<file path="config.mk">
export PLATFORM = sky130hd
export DESIGN_NAME = ex_mem_stage
export DESIGN_NICKNAME = d
export VERILOG_FILES = /design/src/rtl/ex_mem_stage.sv
export SDC_FILE = /design/constraint.sdc
export NUM_CORES = 1
export LEC_CHECK = 0
export BUFFER_PORTS_ARGS = -buffer_cell sky130_fd_sc_hd__buf_2
export CAP_MARGIN = 30
export CORE_MARGIN = 2
export CORE_UTILIZATION = 40
export DETAILED_ROUTE_END_ITERATION = 8
export RECOVER_POWER = 100
export SLEW_MARGIN = 40
export SYNTH_ARGS = -nofsm -noshare
export SYNTH_HDL_FRONTEND = slang
export SYNTH_SLANG_ARGS = --single-unit
</file>
<file path="constraint.sdc">
create_clock -name clk -period 3.15 [get_ports clk]
set_input_delay 0.63 -clock clk [delete_from_list [all_inputs] [get_ports clk]]
set_output_delay 0.63 -clock clk [all_outputs]
set_load 0.01 [all_outputs]
</file>
<file path="src/rtl/ex_mem_stage.sv">
// EX/MEM pipeline stage: captures ALU results in a 2-entry valid/ready FIFO and
// resolves BEQ branches on acceptance, pulsing a redirect to the fetch stage.
module ex_mem_stage (
    input  logic        clk,
    input  logic        rst_n,
    input  logic        in_valid,
    output logic        in_ready,
    input  logic [31:0] alu_out,
    input  logic        alu_zero,
    input  logic [31:0] rt_data,
    input  logic [4:0]  write_reg,
    input  logic [31:0] pc_plus4,
    input  logic [31:0] imm_ext,
    input  logic        branch,
    input  logic        mem_read,
    input  logic        mem_write,
    input  logic        reg_write,
    input  logic        mem_to_reg,
    input  logic        flush,
    output logic        out_valid,
    input  logic        out_ready,
    output logic [31:0] out_alu,
    output logic [31:0] out_rt_data,
    output logic [4:0]  out_write_reg,
    output logic        out_mem_read,
    output logic        out_mem_write,
    output logic        out_reg_write,
    output logic        out_mem_to_reg,
    output logic        redirect,
    output logic [31:0] redirect_pc
);

    typedef struct packed {
        logic [31:0] alu;
        logic [31:0] rt_data;
        logic [4:0]  write_reg;
        logic        mem_read;
        logic        mem_write;
        logic        reg_write;
        logic        mem_to_reg;
    } entry_t;

    entry_t      mem_q [2];
    entry_t      mem_d [2];
    logic        rd_ptr_q, rd_ptr_d;
    logic        wr_ptr_q, wr_ptr_d;
    logic [1:0]  count_q, count_d;
    logic        in_ready_q, in_ready_d;
    logic        redirect_q, redirect_d;
    logic [31:0] redirect_pc_q, redirect_pc_d;

    logic        push, pop, taken;
    logic [31:0] target;
    entry_t      in_entry;
    entry_t      head;

    always_comb begin
        push   = in_valid & in_ready_q & ~flush;
        pop    = (count_q != 2'd0) & out_ready & ~flush;
        taken  = branch & alu_zero;
        target = pc_plus4 + (imm_ext << 2);

        // Branches still occupy a slot but must not touch memory or the register file.
        in_entry.alu        = alu_out;
        in_entry.rt_data    = rt_data;
        in_entry.write_reg  = write_reg;
        in_entry.mem_read   = mem_read   & ~branch;
        in_entry.mem_write  = mem_write  & ~branch;
        in_entry.reg_write  = reg_write  & ~branch;
        in_entry.mem_to_reg = mem_to_reg & ~branch;

        mem_d         = mem_q;
        rd_ptr_d      = rd_ptr_q;
        wr_ptr_d      = wr_ptr_q;
        count_d       = count_q;
        redirect_d    = 1'b0;
        redirect_pc_d = redirect_pc_q;

        if (push) begin
            mem_d[wr_ptr_q] = in_entry;
            wr_ptr_d        = ~wr_ptr_q;
            if (taken) begin
                redirect_d    = 1'b1;
                redirect_pc_d = target;
            end
        end
        if (pop) begin
            rd_ptr_d = ~rd_ptr_q;
        end

        unique case ({push, pop})
            2'b10:   count_d = count_q + 2'd1;
            2'b01:   count_d = count_q - 2'd1;
            default: count_d = count_q;
        endcase

        if (flush) begin
            count_d  = 2'd0;
            rd_ptr_d = 1'b0;
            wr_ptr_d = 1'b0;
        end

        in_ready_d = (count_d < 2'd2);
    end

    always_ff @(posedge clk or negedge rst_n) begin
        if (!rst_n) begin
            mem_q[0]      <= '0;
            mem_q[1]      <= '0;
            rd_ptr_q      <= 1'b0;
            wr_ptr_q      <= 1'b0;
            count_q       <= 2'd0;
            in_ready_q    <= 1'b1;
            redirect_q    <= 1'b0;
            redirect_pc_q <= '0;
        end else begin
            mem_q         <= mem_d;
            rd_ptr_q      <= rd_ptr_d;
            wr_ptr_q      <= wr_ptr_d;
            count_q       <= count_d;
            in_ready_q    <= in_ready_d;
            redirect_q    <= redirect_d;
            redirect_pc_q <= redirect_pc_d;
        end
    end

    always_comb begin
        head = (count_q != 2'd0) ? mem_q[rd_ptr_q] : '0;
    end

    assign in_ready       = in_ready_q;
    assign out_valid      = (count_q != 2'd0);
    assign out_alu        = head.alu;
    assign out_rt_data    = head.rt_data;
    assign out_write_reg  = head.write_reg;
    assign out_mem_read   = head.mem_read;
    assign out_mem_write  = head.mem_write;
    assign out_reg_write  = head.reg_write;
    assign out_mem_to_reg = head.mem_to_reg;
    assign redirect       = redirect_q;
    assign redirect_pc    = redirect_pc_q;

endmodule

</file>
==> impl_metrics.json <==
{
  "viasPerCell": 5.01,
  "fin_crit_ns": 2.69,
  "end_kind": "register",
  "post-cts-setup-buffers": 0,
  "fp.dieW_um": 159,
  "final-seq-area_um2": 4610,
  "final_antenna_net_count": 0,
  "pre_cts_ws_ns": 0.194,
  "setup_ws_ns": 0.458,
  "clockBufferDepth": 2,
  "wire_per_inst_um": 15.8,
  "startpoint_type": "primary input",
  "numCtsBuffers": 17,
  "async_flop_share_pct": 100,
  "synth_nets": 1177,
  "hold_viol_final": 0,
  "fillCellCount": 2368,
  "cp.arrival_ns": 3.04,
  "yosysSeqAreaShare_pct": 48.0,
  "p_per_area_nw_per_um2": 596,
  "cts_sinks": 184,
  "clk-insertion-delay-late_ns": 0.42,
  "drive_above_1_share_pct": 22.4,
  "reg2reg_setup_slack_ns": 0.60,
  "post-route-period-util_pct": 85.5,
  "avgSynthCellArea_um2": 9.59,
  "worst_pin_slew_ns": 1.71,
  "crit_slowest_cell": "fa_1",
  "crit_required_ns": 3.50,
  "multi_input_area_um2": 4730,
  "cts_max_level": 4,
  "synth_area_um2": 9600,
  "ir_drop_mv": 0.414,
  "worst_hold_path_type": "primary input to asynchronous set/reset pin",
  "relSlewSlack_pct": -13.9,
  "core-area_um2": 23500,
  "place_inst": 1533,
  "root_buffer": "clkbuf_16",
  "finalWirelength_um": 24700,
  "syn_inst": 1001,
  "antenna_found_initial": 2,
  "ys.flop_type": "dfrtp_1",
  "maxSlewViolCount": 33,
  "outcome": "finished, violations left",
  "dpl.hpwl_um": 17300,
  "route.detailed.drc": 0,
  "synth_edf_count": 0,
  "finalNonFillerCells": 1566,
  "grt_setup_unrepaired": "false",
  "p_leak_uw": 0.00547,
  "gp_congestion": 0.831,
  "cts_repair_resize_count": 0,
  "cts_tree": "yes",
  "path_delay_family": "compound AO/OA/AOI/OAI gates",
  "grtUsageTotal_pct": 19.8,
  "yosys_warnings": 0,
  "crit_type": "primary input to register",
  "yosys.cell_types.count": 54,
  "initial_core_util_pct": 40.8,
  "synth-seq-cells": 184,
  "clk_pin_slew_ns": 0.08,
  "critPathMaxStageDelay_ns": 0.39,
  "drt-initial-drc-count": 435,
  "dieHeight_um": 159,
  "ios": 252,
  "io_buffers": 249,
  "dr_total_vias": 7853,
  "grt_overflow": 0,
  "crit_buf_inv": 2,
  "critPathMaxFanout": 5,
  "setup_tns_ns": 0,
  "grt_pass1_vias": 7754,
  "maxCapViolCount": 1,
  "syn2layout_area_growth_pct": 21.2,
  "first_pass_iters": 4,
  "violations": "max-capacitance violations, max-slew violations",
  "grt_pass1_wl_um": 40700,
  "layout.nets": 1409,
  "dieArea_um2": 25200,
  "cts_hold_buf": 0,
  "grt_max_degree": 62,
  "critical_path.cell_chain": "buf_2 -> ha_1 -> inv_1 -> fa_1 -> nand2b_1 -> a21oi_1 -> o2111ai_1 -> a31oi_4 -> o21bai_2 -> o31a_1 -> o211ai_1",
  "worst_hold_slack_ns": 0.141,
  "core.rowCount": 56,
  "setup-violations-final": 0,
  "fmax_mhz": 371,
  "finClkSkew_ns": 0.00817
}
[flip-flops by register name, indices dropped and copies added (netlist names)]
register     count
mem_q          146
rd_ptr_q         1
wr_ptr_q         1
in_ready         1
redirect_pc     32
count_q          2
redirect         1
[stage by stage]
step	total power, uW	instance area, um^2	utilization [%]
6_report	6930	11600	49.4
5_1_grt	7380	11600	49.4
4_1_cts	7060	11800	50.3
3_5_place_dp	4850	11200	47.7
3_3_place_gp	4790	11200	47.7
2_1_floorplan	4260	9600	-
[cells by family after synthesis]
kind of cell	synth area share (%)
simple gates	17.6
flops	48.0
mux	15.8
compound gates	9.58
buf+inv	2.76
fa+ha+maj	4.25
xor+xnor	2.01
[path summary, 6_finish.rpt]
check                            start         endpoint  cells past startpoint
setup / recovery           pc_plus4[2]  redirect_pc[30]                     11
hold / removal                   rst_n        mem_q[87]                      1
setup reg to reg            count_q[0]       count_q[1]                     11
hold reg to reg             mem_q[143]       mem_q[143]                      2
max in group asynchronous        rst_n        mem_q[96]                      2
min in group clk           pc_plus4[0]   redirect_pc[0]                      3
[cells in the mapped netlist, types with 2 or more instances]
library cell    n  area (um^2)
o21a_1          7         52.6
mux2i_1        73          731
o21ai_0        35          175
a211oi_2        2         25.0
and3_1          2         12.5
a31oi_1         2         12.5
o311ai_0        2         17.5
o31ai_1         7         52.6
o31a_1          2         17.5
nand2_1       272         1020
nor2_1        102          383
ha_1           31          388
xor2_1         15          131
o2111ai_1       2         17.5
or2_2           2         12.5
a21oi_1        26          130
or4_1           3         22.5
inv_1          14         52.6
a21boi_0        3         22.5
xnor2_1         7         61.3
mux2_2         70          788
o21ai_1         5         25.0
a21o_1         14          105
nor2_2          2         12.5
nand4_1        10         62.6
nand3_1         9         45.0
nor3_1          7         35.0
a21oi_2         2         17.5
buf_1          11         41.3
or3_1           2         12.5
o211ai_1        6         45.0
nand2b_1        9         56.3
o21bai_1        2         15.0
a211o_1         2         17.5
a211oi_1        2         15.0
clkbuf_1       32          120
buf_2           8         40.0
dfrtp_1       183         4580
[layout by cell type, fill, tap and decap left out, types with 15 or more instances in the layout]
| master | synthesis | routed |
|---|---|---|
| ha_1 | 31 | 31 |
| mux2_2 | 70 | 70 |
| xor2_1 | 15 | 15 |
| dfrtp_1 | 183 | 182 |
| o21ai_0 | 35 | 37 |
| clkbuf_1 | 32 | 107 |
| mux2i_1 | 73 | 73 |
| nor2_1 | 102 | 100 |
| clkbuf_16 | 0 | 17 |
| nand2_1 | 272 | 271 |
| buf_2 | 8 | 145 |
| a21oi_1 | 26 | 27 |
[final cells by class]
type	instances	area share (%)
clock buffer	17	3.66
tap	319	3.43
antenna	1	0.0215
multi-input combinational	751	40.7
sequential	184	39.6
inverter	14	0.452
clock inverter	15	1.57
timing repair buffer	265	10.6
[worst reg2reg max path, stage by stage, from the launching register on]
cell and delay [ns]:
dfrtp_1 0.44, nor2_4 0.13, clkbuf_1 0.62, inv_1 0.13, nand2_1 0.18, nor2_1 0.08, ha_1 0.22, xnor2_1 0.15
nor2_1 0.07, xnor2_1 0.12, or2_2 0.28, inv_1 0.06
[where the power goes]
part	switching (uW)	total (uW)	leakage, uW	internal, uW
registers	299	3240	0.00227	2940
logic	805	1500	0.00290	694
clock network	1050	2190	0.000299	1140
[routing by layer]
metal / share of wire, % / track usage [%]
met2: 46 / 31.8
met5: 0.065 / 0
met3: 4.4 / 3.47
met1: 48 / 27.8
met4: 1.4 / 5.29
Note: power is estimated with default switching activity, not from simulation.
